--- src/rtl/uart_tx_fifo.sv ---
// uart_tx_fifo: byte-wide UART transmitter fed by a small circular write FIFO.
// Stores are accepted one byte per cycle while we is high; bytes leave on tx
// as 8N1 frames, LSB first, back-to-back with no idle gap while queued.
// Build option: define UART_TX_PARITY_EN to add an even-parity bit (8E1).
module uart_tx_fifo #(
    parameter int CLKS_PER_BIT = 868,
    parameter int FIFO_DEPTH   = 16
) (
    input  logic                          clk,
    input  logic                          rst_n,
    input  logic                          we,
    input  logic [7:0]                    in_data,
    output logic                          tx,
    output logic                          busy,
    output logic                          full,
    output logic                          overflow,
    output logic [$clog2(FIFO_DEPTH):0]   level
);

    localparam int AW = $clog2(FIFO_DEPTH);
    localparam int LW = AW + 1;
    localparam int CW = $clog2(CLKS_PER_BIT);

    localparam logic [CW-1:0] BAUD_LAST = CW'(CLKS_PER_BIT - 1);
    localparam logic [LW-1:0] LVL_FULL  = LW'(FIFO_DEPTH);

    typedef enum logic [2:0] {
        S_IDLE,
        S_START,
        S_DATA,
`ifdef UART_TX_PARITY_EN
        S_PARITY,
`endif
        S_STOP
    } state_t;

    // FIFO storage and bookkeeping
    logic [7:0]    r_mem [FIFO_DEPTH];
    logic [AW-1:0] r_wptr;
    logic [AW-1:0] r_rptr;
    logic [LW-1:0] r_level;
    logic          r_overflow;

    // Transmitter state
    state_t        r_state;
    state_t        w_state_nxt;
    logic [CW-1:0] r_baud;
    logic [2:0]    r_bit_idx;
    logic [7:0]    r_shift;
    logic [7:0]    w_shift_nxt;
    logic          r_tx;
    logic          w_tx_nxt;
`ifdef UART_TX_PARITY_EN
    logic          r_parity;
`endif

    logic       w_bit_end;
    logic       w_pop;
    logic       w_push;
    logic       w_full;
    logic [7:0] w_head;

    assign w_full    = (r_level == LVL_FULL);
    assign w_bit_end = (r_baud == BAUD_LAST);
    assign w_head    = r_mem[r_rptr];

    // A pop starts a frame from IDLE, or chains the next frame at the very end of STOP.
    assign w_pop  = (r_level != '0) &&
                    ((r_state == S_IDLE) || ((r_state == S_STOP) && w_bit_end));
    // A full FIFO still accepts a byte when the head leaves in the same cycle.
    assign w_push = we && (!w_full || w_pop);

    // FIFO storage write
    // NOTE: the data array has no reset; stale entries are unreachable because
    // the pointers and occupancy count are reset, so a reset here only costs logic.
    always_ff @(posedge clk) begin
        if (w_push) begin
            r_mem[r_wptr] <= in_data;
        end
    end

    // FIFO pointers, occupancy and the registered drop indicator
    // NOTE: sequential state is always updated with <= so every register samples
    // the pre-edge values of its neighbours regardless of statement order.
    always_ff @(posedge clk or negedge rst_n) begin
        if (!rst_n) begin
            r_wptr     <= '0;
            r_rptr     <= '0;
            r_level    <= '0;
            r_overflow <= 1'b0;
        end else begin
            r_overflow <= we && w_full && !w_pop;
            if (w_push) begin
                r_wptr <= r_wptr + AW'(1);
            end
            if (w_pop) begin
                r_rptr <= r_rptr + AW'(1);
            end
            case ({w_push, w_pop})
                2'b10:   r_level <= r_level + LW'(1);
                2'b01:   r_level <= r_level - LW'(1);
                default: r_level <= r_level;
            endcase
        end
    end

    // FSM state register
    always_ff @(posedge clk or negedge rst_n) begin
        if (!rst_n) begin
            r_state <= S_IDLE;
        end else begin
            r_state <= w_state_nxt;
        end
    end

    // FSM next-state logic
    // NOTE: every combinational output gets a default first so no path leaves it
    // unassigned, which would otherwise infer a latch.
    always_comb begin
        w_state_nxt = r_state;
        case (r_state)
            S_IDLE: begin
                if (w_pop) begin
                    w_state_nxt = S_START;
                end
            end
            S_START: begin
                if (w_bit_end) begin
                    w_state_nxt = S_DATA;
                end
            end
            S_DATA: begin
                if (w_bit_end && (r_bit_idx == 3'd7)) begin
`ifdef UART_TX_PARITY_EN
                    w_state_nxt = S_PARITY;
`else
                    w_state_nxt = S_STOP;
`endif
                end
            end
`ifdef UART_TX_PARITY_EN
            S_PARITY: begin
                if (w_bit_end) begin
                    w_state_nxt = S_STOP;
                end
            end
`endif
            S_STOP: begin
                if (w_bit_end) begin
                    w_state_nxt = w_pop ? S_START : S_IDLE;
                end
            end
            default: w_state_nxt = S_IDLE;
        endcase
    end

    // Shift register next value: load the FIFO head on pop, shift right at each data bit end
    always_comb begin
        w_shift_nxt = r_shift;
        if (w_pop) begin
            w_shift_nxt = w_head;
        end else if ((r_state == S_DATA) && w_bit_end) begin
            w_shift_nxt = {1'b0, r_shift[7:1]};
        end
    end

    // FSM output logic: line level for the state about to be entered, registered below
    always_comb begin
        w_tx_nxt = 1'b1;
        case (w_state_nxt)
            S_START:  w_tx_nxt = 1'b0;
            S_DATA:   w_tx_nxt = w_shift_nxt[0];
`ifdef UART_TX_PARITY_EN
            S_PARITY: w_tx_nxt = r_parity;
`endif
            default:  w_tx_nxt = 1'b1;
        endcase
    end

    // Bit timing, shift register and the glitch-free registered serial line
    always_ff @(posedge clk or negedge rst_n) begin
        if (!rst_n) begin
            r_baud    <= '0;
            r_bit_idx <= '0;
            r_shift   <= '0;
            r_tx      <= 1'b1;
`ifdef UART_TX_PARITY_EN
            r_parity  <= 1'b0;
`endif
        end else begin
            r_shift <= w_shift_nxt;
            r_tx    <= w_tx_nxt;
            // Baud counter restarts on every state entry and at each bit boundary
            if ((w_state_nxt != r_state) || (r_state == S_IDLE) || w_bit_end) begin
                r_baud <= '0;
            end else begin
                r_baud <= r_baud + CW'(1);
            end
            if (r_state != S_DATA) begin
                r_bit_idx <= '0;
            end else if (w_bit_end) begin
                r_bit_idx <= r_bit_idx + 3'd1;
            end
`ifdef UART_TX_PARITY_EN
            if (w_pop) begin
                r_parity <= ^w_head;
            end
`endif
        end
    end

    assign tx       = r_tx;
    assign busy     = (r_state != S_IDLE) || (r_level != '0);
    assign full     = w_full;
    assign overflow = r_overflow;
    assign level    = r_level;

endmodule

--- config.mk ---
export PLATFORM = sky130hd
export DESIGN_NAME = uart_tx_fifo
export DESIGN_NICKNAME = d
export VERILOG_FILES = /design/src/rtl/uart_tx_fifo.sv
export SDC_FILE = /design/constraint.sdc
export NUM_CORES = 1
export LEC_CHECK = 0
export CAP_MARGIN = 20
export CORE_MARGIN = 3
export CORE_UTILIZATION = 46
export CTS_CLUSTER_SIZE = 24
export DETAILED_ROUTE_END_ITERATION = 8
export GPL_ROUTABILITY_DRIVEN = 0
export PLACE_DENSITY = 0.74
export SYNTH_ARGS = -nofsm -noshare
export SYNTH_HDL_FRONTEND = slang
export SYNTH_SLANG_ARGS = --single-unit
--- constraint.sdc ---
create_clock -name clk -period 3.15 [get_ports clk]
set_clock_uncertainty 0.05 [all_clocks]
set_input_delay 0.4725 -clock clk [delete_from_list [all_inputs] [get_ports clk]]
set_output_delay 0.4725 -clock clk [all_outputs]
set_load 0.03 [all_outputs]
==> results of run 1 <==
## worst reg2reg max path, stage by stage, from the launching register on
cell and delay [ps]:
dfrtp_1 440, or4_1 690, o22a_2 290, nand2b_1 110, inv_1 80, ha_1 320
nor2b_1 150, o21ai_0 240, o211ai_1 150, o221ai_1 180, o211ai_1 130
## timing repair
action,CTS,global route
gates resized for setup,0,2
endpoints found under the setup margin,0,1
hold endpoints to repair,0,0
## layout by cell type, fill, tap and decap left out, drive strengths merged, types with 3 or more instances in the layout
cell type	synthesis	routed
xnor2	10	10
mux2i	18	18
inv	8	15
clkdlybuf4s50	0	18
nor2	26	26
a22oi	12	12
clkinv	0	4
mux2	3	3
and3	16	16
xor2	8	8
edfxtp	128	128
nor4	3	3
nor2b	3	3
or2	4	4
and2	5	5
o21ai	4	4
nand2	12	12
nor3	3	3
ha	11	11
clkbuf	11	18
mux4	32	32
buf	7	11
a21oi	11	11
or3	3	3
nand3	11	11
nand2b	4	4
dfrtp	38	38
## final cells by class
type	instances	area [µm²]
Sequential cell	167	4820
Fill cell	1130	6770
Inverter	8	30.0
Clock buffer	18	429
Clock inverter	14	139
Timing Repair Buffer	29	260
Multi-Input combinational cell	225	2130
Tap cell	184	230
## power by group through the flow
stage	clock (mW)	combinational (mW)	sequential [mW]
detailed placement	0	1.77	3.05
global route	2.15	1.92	3.06
global placement	0	1.74	3.03
finish	2.01	1.77	3.00
CTS	2.03	1.78	3.01
floorplan	0	1.35	2.91
## metal layers
| metal | part of all wire, % | routed length [µm] | vias up | track usage, % |
|---|---|---|---|---|
| met5 | 0 | 0 | - | 0 |
| met4 | 2.7 | 369 | 0 | 6.60 |
| met3 | 6.1 | 820 | 26 | 6.26 |
| met2 | 47 | 6340 | 110 | 27.1 |
| met1 | 44 | 5900 | 1905 | 23.1 |
| li1 | - | - | 1688 | - |
## stage by stage
step	setup slack, ps	area [µm²]	utilization [%]	hold slack, ps	power (mW)
after floorplan	146	7070	-	127	4.27
after global placement	374	7470	50.5	414	4.77
after detailed placement	194	7470	50.5	434	4.82
after CTS	182	8040	54.3	134	6.81
after global routing	14.8	8040	54.3	161	7.12
final	185	8040	54.3	107	6.78
## cell families after synthesis
logic type      count (synthesis)  synth area share [%]
mux                            53                  13.3
fa+ha+maj                      12                  2.23
xor+xnor                       18                  2.23
other cells                     1                0.0530
compound gates                 43                  4.19
simple gates                   98                  8.07
buf+inv                        26                  1.75
flops                         167                  68.2
## synthesized netlist by cell type, drive strengths merged, types with 8 or more instances
| master | n |
|---|---|
| a21oi | 11 |
| nor2 | 26 |
| mux2i | 18 |
| ha | 11 |
| nand3 | 11 |
| dfrtp | 38 |
| a22oi | 12 |
| inv | 8 |
| xor2 | 8 |
| nand2 | 12 |
| mux4 | 32 |
| clkbuf | 11 |
| and3 | 16 |
| edfxtp | 128 |
| xnor2 | 10 |
## path summary, 6_finish.rpt
path	end	slack, ps	depth (start not counted)
max in group asynchronous	r_rptr[1]$_DFFE_PN0N_	2350	1
min	level[1]$_DFFE_PN0P_	110	1
max reg2reg	level[4]$_DFFE_PN0P_	180	10
max	level[4]$_DFFE_PN0P_	180	10
min reg2reg	r_baud[0]$_DFF_PN0_	440	1
min in group clk	r_baud[0]$_DFF_PN0_	440	1
## state kept, by name, summed over array words and instances, names as in the netlist
| register | count |
|---|---|
| tx | 1 |
| r_rptr | 4 |
| r_wptr | 4 |
| level | 5 |
| r_baud | 10 |
| r_bit_idx | 3 |
| overflow | 1 |
| r_shift | 8 |
| r_state | 3 |
| r_mem | 128 |
==> results.tsv, run 1 <==
stage	metric	value	unit
outcome	status	finished clean	
cts	# clock sinks	167	
grt	largest net degree at the start of global routing	40	
critical_path	Crit. Startpoint	level[1]$_DFFE_PN0P_	
timing	max_slew headroom	39.0	%
grt	vias in the first global route	3966	
pwr	net switching power	2.12	mW
pwr	Power Density	842	nW/µm²
critical_path	CP startpoint kind	flop	
critical_path	Crit. End Element	flop	
synthesis	Synth area leader	edfxtp_1	
synthesis	Post-synth top flop	edfxtp_1	
timing	Tmin final	2970	ps
synthesis	Synth cell types	56	
synthesis	Synth Register Bits	167	
pwr	Max IR drop VDD	0.675	mV
placed_design	hpwl dp	8950	µm
cts	CTS tree	done	
routing	drt pass-1 iters	5	
synthesis	Mapped Cells	418	
final_layout	final net count	471	
routing	Vias/cell	5.78	
final_layout	area added between synthesis and finish	13.8	%
routing	routed vias	3729	
pwr	Internal Pwr Total	4.66	mW
placed_design	Buffers on Ports	19	
cts	TritonCTS Buffers	17	
critical_path	cells along the critical path	or4_1 > o22a_2 > nand2b_1 > inv_1 > ha_1 > nor2b_1 > o21ai_0 > o211ai_1 > o221ai_1 > o211ai_1	
critical_path	CP required	3400	ps
critical_path	reg2reg start	level[1]$_DFFE_PN0P_	
timing	Final Hold Vio Count	0	
flow_run	maxcap violations	0	
placed_design	Inst Count DP	613	
cts	Skew-Pair Late Insertion Delay	430	ps
min_path	HP Class	input port to async pin	
critical_path	Worst EP arrival	3210	ps
floorplanning	Initial Util	47.7	%
grt	Total GRT Usage	17.6	%
critical_path	Crit path max-delay family	compound AO/OA/AOI/OAI gates	
cts	post-CTS setup buffer count	0	
grt	initial antenna violation count	0	
routing	Post-route DRC	0	
synthesis	Mapped Nets	441	
routing	Final ANT Viol Nets	0	
timing	Finish-stage setup viols	0	
timing	Peak Freq	337	MHz
floorplanning	die width	130	µm
timing	worst-margin pin slew	912	ps
cts	H-Tree Depth	4	
routing	drt initial violations	358	
pwr	Logic pwr share	26.1	%
floorplanning	die height	130	µm
synthesis	Post-synth EDFFs	128	
critical_path	critical path's most frequent cell	o211ai_1	
synthesis	Synth top area share	54.4	%
final_layout	Non-Filler Instances	645	
timing	RSZ-0062 raised after global routing	no	
critical_path	CP Class	flop to flop	
pwr	sequential share of power	44.3	%
grt	first-pass GRT wire length	21800	µm
critical_path	crit-path max cell delay	690	ps
floorplanning	die area	16900	µm²
final_layout	share of cells above drive strength 1	21.0	%
critical_path	Buf/Inv on CP	1	
critical_path	critical path peak fanout	6	
cts	CTS hold repair buffers	0	
pwr	Clk pwr share	29.6	%
routing	Total Wirelength	13400	µm
critical_path	slowest library cell on the worst path	or4_1	
cts	clock root cell	clkbuf_16	
synthesis	ranking of synthesized cells by area	edfxtp_1 54%, dfrtp_1 13%, mux4_2 10%, mux2i_1 2.5%, ha_1 1.9%	
timing	Pins Over Slew Limit	0	
synthesis	Syn. warnings	0	
pwr	switching portion of total power	31.2	%
synthesis	Mapped Avg Cell Area	16.9	µm²
floorplanning	core area	14800	µm²
routing	WL/cell	20.8	µm
floorplanning	I/O Pins	20	
synthesis	synthesized area	7070	µm²
cts	Clk pin slew, worst setup/hold paths	60	ps
grt	overflow left after global routing	0	
cts	Clock Tree Buf Depth	2	
pwr	Pleak	2.83	nW
final_layout	ANT cells	0	
timing	crit share post-route	94.1	%
floorplanning	# rows	44	
synthesis	fraction of registers with async set/reset	23.4	%
synthesis	sequential-to-total area share from yosys stat	68.2	%
timing	setup TNS	0	ps
Power figures use the tool's default switching activity.
==> run 2, diff against run 1 <==
Settings changed: CORE_UTILIZATION 46 to 45, PLACE_DENSITY 0.74 to 0.73, SKIP_CTS_REPAIR_TIMING set to 1.
Clock period 3.15 ns to 2.4 ns, I/O delays scaled along.
==> results.tsv, run 2 (synthesized netlist as in run 1, its figures left out) <==
stage	metric	value	unit	change
timing	worst-margin pin slew	649	ps	-263 ps
timing	Peak Freq	358	MHz	+6.1%
final_layout	register with the most flip-flops	r_mem		
timing	final setup margin	-393	ps	-578 ps
critical_path	CP required	2640	ps	-760 ps
pwr	Max IR drop VDD	0.658	mV	-2.6%
grt	largest net degree at the start of global routing	35		-13%
final_layout	final net count	516		+9.6%
timing	RSZ-0062 raised after global routing	yes		
floorplanning	die height	131	µm	+1.1%
outcome	failing checks	negative setup slack		
critical_path	crit-path max cell delay	560	ps	-130 ps
flow_run	maxcap violations	0		unchanged
final_layout	register area	4820	µm²	unchanged
final_layout	share of cells above drive strength 1	32.1	%	+11 points
final_layout	Non-Filler Instances	716		+11%
placed_design	pre-CTS setup slack	-423	ps	-617 ps
grt	first-pass GRT wire length	22100	µm	+1.2%
floorplanning	I/O Pins	20		unchanged
cts	Clk pin slew, worst setup/hold paths	60	ps	about the same
routing	Total Wirelength	14100	µm	+5.2%
timing	Pins Over Slew Limit	0		unchanged
timing	Min Hold Slack	409	ps	+303 ps
cts	clock root cell	clkbuf_16		
cts	CTS tree	done		
final_layout	Multi-input gate area	2280	µm²	+6.7%
placed_design	Buffers on Ports	19		unchanged
routing	Vias/cell	5.45		-5.8%
routing	Post-route DRC	0		unchanged
critical_path	slowest library cell on the worst path	or4b_4		
final_layout	area added between synthesis and finish	22.5	%	
final_layout	Largest register FFs	128		unchanged
cts	H-Tree Depth	4		unchanged
critical_path	Worst EP arrival	3040	ps	-170 ps
placed_design	placed inst area	7950	µm²	+6.4%
critical_path	Crit. End Element	flop		
grt	overflow left after global routing	0		unchanged
critical_path	cells along the critical path	or4b_4 > nor4_4 > o22a_2 > nand2b_4 > fa_2 > nor2b_4 > o21a_1 > o21ai_2 > o221ai_2 > o211ai_1		
final_layout	biggest regs	r_mem (128), r_baud (10), r_shift (8)		
floorplanning	die area	17200	µm²	+2.1%
floorplanning	# rows	45		+2.3%
routing	drt initial violations	217		-39%
critical_path	Crit path max-delay family	simple AND/OR/NAND/NOR gates		
routing	WL/cell	19.7	µm	-5.2%
timing	Finish-stage setup viols	75		+75
pwr	Power Density	1080	nW/µm²	+28%
outcome	status	finished with violations		
critical_path	CP startpoint kind	flop		
floorplanning	core area	15300	µm²	+3.0%
final_layout	commonest non-fill, non-tap cell in the layout	edfxtp_1		
critical_path	CP Class	flop to flop		
placed_design	hpwl dp	9400	µm	+5.0%
timing	max_slew headroom	56.6	%	+18 points
cts	Skew-Pair Late Insertion Delay	430	ps	about the same
final_layout	most frequent cells in the layout	128 x edfxtp_1, 43 x buf_4, 37 x dfrtp_1, 32 x mux4_2, 22 x nor2_1		
grt	vias in the first global route	3952		-0.35%
final_layout	Final Core Density	56.8	%	+2.5 points
floorplanning	die width	131	µm	+1.1%
routing	Final ANT Viol Nets	0		unchanged
routing	drt pass-1 iters	4		-1
cts	# clock sinks	167		unchanged
cts	Clock Tree Buf Depth	2		unchanged
final_layout	ANT cells	0		unchanged
critical_path	critical path peak fanout	2		-4
cts	TritonCTS Buffers	17		unchanged
min_path	HP Class	input port to async pin		
floorplanning	Initial Util	46.3	%	-1.4 points
critical_path	Buf/Inv on CP	0		-1
grt	Total GRT Usage	16.9	%	-0.64 points
final_layout	fillers	1135		+0.44%
timing	Tmin final	2790	ps	-172 ps
grt	initial antenna violation count	0		unchanged
timing	crit share post-route	116	%	+22 points
final_layout	post-route cell area	8660	µm²	+7.7%
pwr	Pleak	3.10	nW	+9.5%
routing	routed vias	3900		+4.6%
placed_design	Inst Count DP	679		+11%
timing	Final Hold Vio Count	0		unchanged
run 2: changes by cell type in the layout (fill, tap and decap cells not counted), moves of 3 or more:
cell      delta
and3_1       -7
and3_4       +7
clkinv_1     +3
buf_4       +33
buf_12       +9
and2_2       -4
and2_4       +4
nor2_1       -4
inv_6        -4
run 2: power by group:
group          total (mW)  switching, mW  internal, mW
Combinational        2.88           1.43          1.45
Sequential           3.86          0.329          3.53
Clock                2.58           1.06          1.52
Total                9.32           2.82          6.50
run 2: metal layers:
layer,up-vias,track usage (%),part of all wire [%]
met1,2001,20.8,40
met3,24,4.82,6.0
li1,1784,-,-
met2,91,29.0,52
met5,-,0,0
met4,0,5.66,1.7
run 2: per-stage QoR:
step,setup TNS (ps),total power [mW]
after floorplan,-13790,5.65
after global placement,-10400,6.58
after detailed placement,-20910,6.67
after CTS,-23400,9.26
after global routing,-11470,9.78
final,-5240,9.32
run 2: path summary, 6_finish.rpt:
| path | start | end | slack [ps] | depth (start not counted) |
|---|---|---|---|---|
| setup / recovery | r_baud[3]$_DFF_PN0_ | level[4]$_DFFE_PN0P_ | -390 | 10 |
| setup reg to reg | r_baud[3]$_DFF_PN0_ | level[4]$_DFFE_PN0P_ | -390 | 10 |
| min in group clk | r_baud[9]$_DFF_PN0_ | r_baud[9]$_DFF_PN0_ | 500 | 2 |
| max in group asynchronous | rst_n | r_wptr[1]$_DFFE_PN0P_ | 1320 | 3 |
| hold reg to reg | r_baud[9]$_DFF_PN0_ | r_baud[9]$_DFF_PN0_ | 500 | 2 |
| hold / removal | rst_n | r_shift[7]$_DFFE_PN0P_ | 410 | 2 |
run 2: worst reg2reg max path, cell delays in order, from the launching register on:
cell and delay, ps:
dfrtp_1 380, or4b_4 560, nor4_4 310, o22a_2 250
nand2b_4 70, fa_2 390, nor2b_4 140, o21a_1 170
o21ai_2 80, o221ai_2 160, o211ai_1 110
run 2: final cells by class:
cell class | count | share of cell area (%)
sequential | 167 | 55.7
clock buffer | 18 | 4.95
multi-input combinational | 225 | 26.3
timing repair buffer | 74 | 8.20
tap | 211 | 3.05
clock inverter | 13 | 1.52
inverter | 8 | 0.347
